--- config.mk ---
export PLATFORM = sky130hd
export DESIGN_NAME = pattern_line_sched
export DESIGN_NICKNAME = d
export VERILOG_FILES = /design/src/rtl/pattern_line_sched.sv
export SDC_FILE = /design/constraint.sdc
export NUM_CORES = 1
export LEC_CHECK = 0
export CAP_MARGIN = 10
export CELL_PAD_IN_SITES_DETAIL_PLACEMENT = 0
export CELL_PAD_IN_SITES_GLOBAL_PLACEMENT = 1
export CORE_UTILIZATION = 42
export CTS_CLUSTER_DIAMETER = 40
export CTS_CLUSTER_SIZE = 14
export DETAILED_ROUTE_END_ITERATION = 10
export HOLD_SLACK_MARGIN = 0.12
export MAX_ROUTING_LAYER = met4
export PLACE_DENSITY_LB_ADDON = 0.1
export SKIP_LAST_GASP = 1
export SLEW_MARGIN = 5
export SYNTH_ARGS = -nofsm -noshare
export SYNTH_HDL_FRONTEND = slang
export SYNTH_SLANG_ARGS = --single-unit
--- constraint.sdc ---
create_clock -name clock -period 3.2 [get_ports clock]
set_clock_uncertainty 0.2 [all_clocks]
set_input_delay 0.48 -clock clock [delete_from_list [all_inputs] [get_ports clock]]
set_output_delay 0.48 -clock clock [all_outputs]
set_load 0.01 [all_outputs]
--- src/rtl/pattern_line_sched.sv ---
// Frame-level sequencer for the line pattern generator: requests one line at a time,
// inserts horizontal/vertical blanking, counts lines/frames and latches the pattern per frame.
module pattern_line_sched #(
    parameter int ACTIVE_LINES = 1080,
    parameter int H_GAP        = 280,
    parameter int V_GAP        = 45000,
    parameter int START_W      = 3,
    parameter int TMO          = 15
) (
    input  logic        clock,
    input  logic        reset,
    input  logic        run,
    input  logic [7:0]  n_frames,
    input  logic [1:0]  pat_sel_in,
    input  logic        gen_den,
    output logic        gen_start,
    output logic [1:0]  pat_sel,
    output logic [10:0] line_cnt,
    output logic [7:0]  frame_cnt,
    output logic        first_line,
    output logic        busy,
    output logic        frame_done,
    output logic        err
);
    localparam int M1      = (V_GAP > H_GAP) ? V_GAP : H_GAP;
    localparam int M2      = (M1 > START_W) ? M1 : START_W;
    localparam int CNT_MAX = (M2 > TMO + 1) ? M2 : TMO + 1;
    localparam int CW      = $clog2(CNT_MAX + 1);

    typedef enum logic [2:0] {IDLE, START, WAIT_HI, ACTIVE, HBLANK, VBLANK} state_t;

    state_t        state, state_n;
    logic [CW-1:0] cnt, cnt_n;
    logic          run_d, den_d, stop, stop_n;
    logic [7:0]    frames_left, frames_left_n;
    logic [10:0]   line_n;
    logic [7:0]    frame_n;
    logic [1:0]    pat_n;
    logic          err_n, frame_done_n, gen_start_n, busy_n, first_line_n;
    logic          run_rise, stop_now;

    assign run_rise = run & ~run_d;
    // A run drop is remembered so a short low pulse still ends the frame early.
    assign stop_now = stop | ~run;

    always_ff @(posedge clock or posedge reset) begin
        if (reset) begin
            state       <= IDLE;
            cnt         <= '0;
            run_d       <= 1'b0;
            den_d       <= 1'b0;
            stop        <= 1'b0;
            frames_left <= '0;
            gen_start   <= 1'b0;
            pat_sel     <= '0;
            line_cnt    <= '0;
            frame_cnt   <= '0;
            first_line  <= 1'b0;
            busy        <= 1'b0;
            frame_done  <= 1'b0;
            err         <= 1'b0;
        end else begin
            state       <= state_n;
            cnt         <= cnt_n;
            run_d       <= run;
            den_d       <= gen_den;
            stop        <= stop_n;
            frames_left <= frames_left_n;
            gen_start   <= gen_start_n;
            pat_sel     <= pat_n;
            line_cnt    <= line_n;
            frame_cnt   <= frame_n;
            first_line  <= first_line_n;
            busy        <= busy_n;
            frame_done  <= frame_done_n;
            err         <= err_n;
        end
    end

    always_comb begin
        state_n       = state;
        cnt_n         = cnt + CW'(1);
        line_n        = line_cnt;
        frame_n       = frame_cnt;
        pat_n         = pat_sel;
        frames_left_n = frames_left;
        err_n         = err;
        frame_done_n  = 1'b0;
        case (state)
            IDLE: begin
                cnt_n = '0;
                if (run_rise) begin
                    pat_n         = pat_sel_in;
                    frame_n       = '0;
                    line_n        = '0;
                    frames_left_n = n_frames;
                    state_n       = START;
                end
            end
            START: begin
                // gen_den is deliberately ignored until the full start pulse has gone out.
                if (cnt == CW'(START_W - 1)) begin
                    cnt_n   = '0;
                    state_n = WAIT_HI;
                end
            end
            WAIT_HI: begin
                if (gen_den) begin
                    cnt_n   = '0;
                    state_n = ACTIVE;
                end else if (cnt == CW'(TMO)) begin
                    cnt_n   = '0;
                    err_n   = 1'b1;
                    state_n = IDLE;
                end
            end
            ACTIVE: begin
                cnt_n = '0;
                if (den_d && !gen_den) state_n = HBLANK;
            end
            HBLANK: begin
                if (cnt == CW'(H_GAP - 1)) begin
                    cnt_n = '0;
                    if (line_cnt == 11'(ACTIVE_LINES - 1) || stop_now) begin
                        line_n  = '0;
                        state_n = VBLANK;
                    end else begin
                        line_n  = line_cnt + 11'd1;
                        state_n = START;
                    end
                end
            end
            VBLANK: begin
                if (cnt == CW'(V_GAP - 1)) begin
                    cnt_n        = '0;
                    frame_done_n = 1'b1;
                    frame_n      = frame_cnt + 8'd1;
                    pat_n        = pat_sel_in;
                    if (stop_now || (frames_left != 8'd0 && frame_n == frames_left))
                        state_n = IDLE;
                    else
                        state_n = START;
                end
            end
            default: begin
                cnt_n   = '0;
                state_n = IDLE;
            end
        endcase
        stop_n       = (state != IDLE) && (state_n != IDLE) && stop_now;
        gen_start_n  = (state_n == START);
        busy_n       = (state_n != IDLE);
        first_line_n = (state_n == START || state_n == WAIT_HI || state_n == ACTIVE)
                       && (line_n == 11'd0);
    end
endmodule

**Word level (Yosys, flattened, before mapping)**

Index checks and enable logic that the tools add are counted.

- Add/sub/neg operators: 3
- Equality and inequality tests: 16
- Muxes and demuxes: 28
- Bitwise gates (word level): 5
- Reduce and logical (&&, ||, !) cells: 19

Operators with widths:

| cell | count |
|---|---|
| 2-to-1 mux 16 bit | 5 |
| case mux 16 bit (4 select lines) | 1 |
| 2-to-1 mux 11 bit | 3 |
| 2-to-1 mux 3 bit | 8 |
| case mux 11 bit (2 select lines) | 1 |
| case mux 3 bit (6 select lines) | 1 |
| adder 16 x 1 -> 16 bit (second input constant) | 1 |
| == test 16 bit (second input constant) | 1 |
| == test 16 x 2 -> 1 bit (second input constant) | 1 |
| == test 16 x 4 -> 1 bit (second input constant) | 1 |
| == test 16 x 9 -> 1 bit (second input constant) | 1 |
| 2-to-1 mux 8 bit | 2 |
| case mux 8 bit (2 select lines) | 1 |
| == test 3 x 2 -> 1 bit (second input constant) | 4 |
| adder 11 x 1 -> 11 bit (second input constant) | 1 |
| == test 11 bit (second input constant) | 1 |
| zero test 11 bit | 1 |
| adder 8 x 1 -> 8 bit (second input constant) | 1 |
| == test 8 bit | 1 |
| nonzero test 8 bit | 1 |
| == test 3 x 1 -> 1 bit (second input constant) | 2 |
| == test 3 bit (second input constant) | 2 |
| AND reduction 3 bit | 2 |
| nonzero test 3 bit | 2 |
| 13 further kinds | 26 |

- Register bits: 56
- Input bits: 14
- Output and inout bits: 26
- Logic and storage cells: 85

**Depth between registers and ports, before layout**

Gate-level depths: netlist (run 1).

- Depth in word-level cells: 11
- Mapped depth: 9
- Mapped depth without buffers: 9

**Worst setup path before layout (run 1)**

OpenSTA, ideal clock, no wires.

- Path kind: reg-to-reg
- From: register line_cnt[8]
- To: register first_line
- Library setup time: 0.067 ns
- Arrival: 2.288 ns
- Required time: 2.933 ns
- Setup slack: 0.645 ns
- Stages on the path, launching flop included: 8
- Path buffers: 0
- Period minus slack after synthesis: 2.555 ns
- Path through: dfrtp_1 > or4_4 > o31ai_4 > nor4_2 > a21o_1 > a211o_1 > a2111oi_2 > and3b_1

- Word-level cells in the longest chain between the ends: 9
- Elaborated cells between the ends (all ways): 17
- Classes of those cells: add/sub: 1; eq/ne: 4; mux: 7; reduce/logical: 5

RTL lines:

| element | RTL line | RTL |
|---|---|---|
| start, declared | 18 | `output logic [10:0] line_cnt,` |
| start signal, assigned | 71 | `line_cnt <= line_n;` |
| branches (longest 8 deep; another with adder 11 x 1 -> 11 bit) | - |  |
| logical AND 1 bit (*) | 154 | `&& (line_n == 11'd0);` |
| net first_line_n | 39 | `logic err_n, frame_done_n, gen_start_n, busy_n, first_line_n;` |
| end signal, assigned | 73 | `first_line <= first_line_n;` |
| end, declared | 20 | `output logic first_line,` |

Mark *: on every way through the listed nets, which the timed path passes.
A chain may end at the register's enable or synchronous reset.

**Final worst setup path (run 1)**

- From: register cnt[0]
- To: register first_line

- Word-level cells in the longest chain between the ends: 8
- Elaborated cells between the ends (all ways): 19
- Classes of those cells: eq/ne: 7; mux: 8; reduce/logical: 4

RTL lines:

| element | RTL line | RTL |
|---|---|---|
| start, declared | 33 | `logic [CW-1:0] cnt, cnt_n;` |
| start signal, assigned | 64 | `cnt <= cnt_n;` |
| == test 16 x 4 -> 1 bit | 111 | `end else if (cnt == CW'(TMO)) begin` |
| 2-to-1 mux 3 bit | 111 |  |
| 2-to-1 mux 3 bit | 108 | `if (gen_den) begin` |
| case mux 3 bit (6 select lines) | 89 | `case (state)` |
| == test 3 x 1 -> 1 bit / == test 3 x 2 -> 1 bit (equally long branches) | 153 | `first_line_n = (state_n == START \|\| state_n == WAIT_HI \|\| state_n == ACTIVE)` |
| logical OR 1 bit (2 in a row) | 153 |  |
| logical AND 1 bit (*) | 154 |  |
| net first_line_n | 39 |  |

Mark *: on every way through the listed nets, which the timed path passes. The rest lies on a longest branch.

==> flow_summary_export.csv, run 1 <==
group,metric,value,unit
clock_network,clockBufferDepth,2,
setup_path,worst-endpoint-required,3.26,ns
layout,area_growth,19.1,%
die,dieArea,0.00795,mm2
routing,ant_nets,0,
clock_network,cts_tree,"yes",
sta,slew_viol_final,0,
die,start_util,43.8,%
pwr,power-per-cell-area,584,mW/mm2
sta,finalCriticalPeriod,2.82,ns
clock_network,postCtsSetupBuffers,0,
routing,wl,7410,um
setup_path,r2r-start,"cnt[0]",
routing,drtIter0Drc,157,
global_route,gr-total-overflow,0,
pwr,total_power,2.22,mW
sta,fin_ws,0.380,ns
die,core_area,0.00729,mm2
synth,syn_area,0.00319,mm2
synth,synth_xor_area_share,6.31,%
layout,n_antenna_cell,0,
synth,synth.distinct_cells,59,
global_route,grt_max_degree,26,
setup_path,setup.worst_path.start_class,"register",
pwr,leakage,1.63,nW
placed_design,dp_slack,0.256,ns
sta,setup_tns,0,ns
die,rows,31,
clock_network,ctsHtreeMaxLevel,2,
clock_network,cts-hold-fix-buffers,0,
synth,syn_area_per_cell,9.42,um2
global_route,antenna_found_initial,0,
setup_path,slowest_delay,0.42,ns
clock_network,cts.reportedPaths.clkPinSlew,0.10,ns
routing,drcViolationCount,0,
setup_path,crit_path_start,"cnt[0]",
setup_path,crit_fanout,5,
die,pin_count,40,
sta,whs,0.193,ns
clock_network,cts-buffers-inserted,5,
setup_path,worstSetupEndpoint,"first_line",
setup_path,rr_endpoint,"first_line",
die,die_x,89.2,um
hold_path,hold_path.class,"in2async",
setup_path,cp.arrival,2.88,ns
placed_design,placed_area,0.00371,mm2
routing,dr.pass1.iters,5,
run,max_cap_violations,0,
routing,wl_per_cell,15.4,um
global_route,track_usage,20.7,%
synth,synth_top_family_by_area,"simple AND/OR/NAND/NOR gates",
layout,mostFrequentLayoutCell,"dfrtp_1",
placed_design,io_buffers,39,
synth,syn-num-nets,357,
setup_path,crit_chain,"ha_1, nand3b_1, or2_2, o31ai_1, a21boi_1, a211o_1, a2111oi_2, and3b_1",
sta,relSlewSlack,62.2,%
clock_network,clock-root-buffer,"clkbuf_8",
global_route,first_global_vias,2492,
clock_network,insertion_delay,0.31,ns
sta,setup_viol,0,
sta,tightest_slew,0.566,ns
routing,dr_total_vias,2673,
placed_design,dp_hpwl,5660,um
synth,synthArstFlopShare,100,%
synth,synth_compound_area_share,14.7,%
layout,drive_above_1_share,12.3,%
synth,synth_edf_count,0,
setup_path,critPathSlowestCell,"o31ai_1",
layout,design_area,0.00380,mm2
synth,ys_ff_latch,56,
synth,synth-adder-area-share,1.57,%
sta,period_share,88.1,%
clock_network,cts.sinks,56,
sta,max_freq,355,MHz
synth,synth.area.mux_share,3.53,%
setup_path,crit_path_end_kind,"register",
routing,via_per_inst,5.57,
setup_path,path_class,"reg2reg",
sta,rsz0062_at_grt,"false",
placed_design,gp_congestion,0.898,
setup_path,ff2ff_setup_slack,0.38,ns
synth,synthFlopType,"dfrtp_1",
sta,hold_violations,0,
synth,synth-simple-area-share,26.8,%
clock_network,cts.repair.resized,0,
synth,postSynthCellCount,339,
synth,yosysWarnings,0,
layout,mostFrequentLayoutCells,"56 x dfrtp_1, 39 x clkdlybuf4s50_1, 32 x nor2_1",
layout,nets,398,
status,status,"finished, final reports clean",
synth,ys_seq_area_share,43.9,%
pwr,peakVddDrop,0.000300,V
global_route,grt_first_pass_wirelength,12300,um
die,die_y,89.2,um
setup_path,rr_worst_depth,8,
## worst min-delay path by stage
stage                           to  depth (start not counted)  slack [ns]
finish                  pat_sel[0]                          2        0.19
global route        frames_left[2]                          2        0.21
CTS                     pat_sel[0]                          2        0.19
detailed placement             err                          1        0.26
global placement            cnt[0]                          1        0.26
floorplan                   cnt[0]                          1        0.25
## state kept, by name, summed over array words and instances (netlist names), 2 cells and up
name and flops:
state 3, line_cnt 11, cnt 16, frames_left 8, pat_sel 2, frame_cnt 8
## layout make-up
| type | count | area, um2 |
|---|---|---|
| clock buffer | 5 | 68.8 |
| inverter | 14 | 52.6 |
| clock inverter | 3 | 23.8 |
| fill | 699 | 3490 |
| multi-input combinational | 257 | 1690 |
| timing repair buffer | 46 | 443 |
| sequential | 56 | 1400 |
| tap | 99 | 124 |
## routing by layer
| metal | track usage [%] | up-vias | share of wire (%) |
|---|---|---|---|
| li1 | - | 1310 | - |
| met1 | 30.5 | 1277 | 51 |
| met2 | 29.7 | 74 | 44 |
| met3 | 3.23 | 12 | 3.8 |
| met4 | 5.34 | 0 | 1.5 |
| met5 | - | - | 0 |
## cell families (layout without fill, tap and decap cells)
family / Yosys count / in the layout
simple gates: 155 / 155
compound gates: 65 / 65
flops: 56 / 56
buf+inv: 26 / 68
xor+xnor: 23 / 23
mux: 10 / 10
fa+ha+maj: 4 / 4
## stage by stage
stage	util, %	std cells
floorplan	-	339
global placement	50.9	472
detailed placement	50.9	472
CTS	52.1	480
global route	52.1	480
finish	52.1	480
## cells in the mapped netlist, types with 9 or more instances
cell / n / share of area (%)
a21oi_1: 10 / 1.6
and3_1: 11 / 2.2
clkbuf_1: 9 / 1.1
dfrtp_1: 56 / 44
inv_1: 14 / 1.6
mux2_2: 10 / 3.5
nand2_1: 21 / 2.5
nand3_1: 23 / 3.6
nor2_1: 32 / 3.8
nor3_1: 14 / 2.2
o21ai_0: 18 / 2.8
xnor2_1: 10 / 2.7
xor2_1: 13 / 3.6
## report_power, final
part | leakage (nW) | total, mW | internal [mW] | switching (mW)
sequential | 0.743 | 1.02 | 0.844 | 0.174
combinational | 0.849 | 0.809 | 0.400 | 0.409
clock | 0.0404 | 0.392 | 0.156 | 0.237
total | 1.63 | 2.22 | 1.40 | 0.819
## worst max-delay path, delay by kind of cell, from the launching register on
kind            cells  cell delay [ns]
compound gates      4             1.19
fa+ha+maj           1             0.26
flops               1             0.41
simple gates        3             0.72
No activity file was read; power rests on OpenSTA's default activity.
==> run 2: changes to the inputs <==
- CAP_MARGIN: 10 -> 5
==> results of run 2 <==
Same layout as run 1: the final DEF is identical, and so are final timing and power.
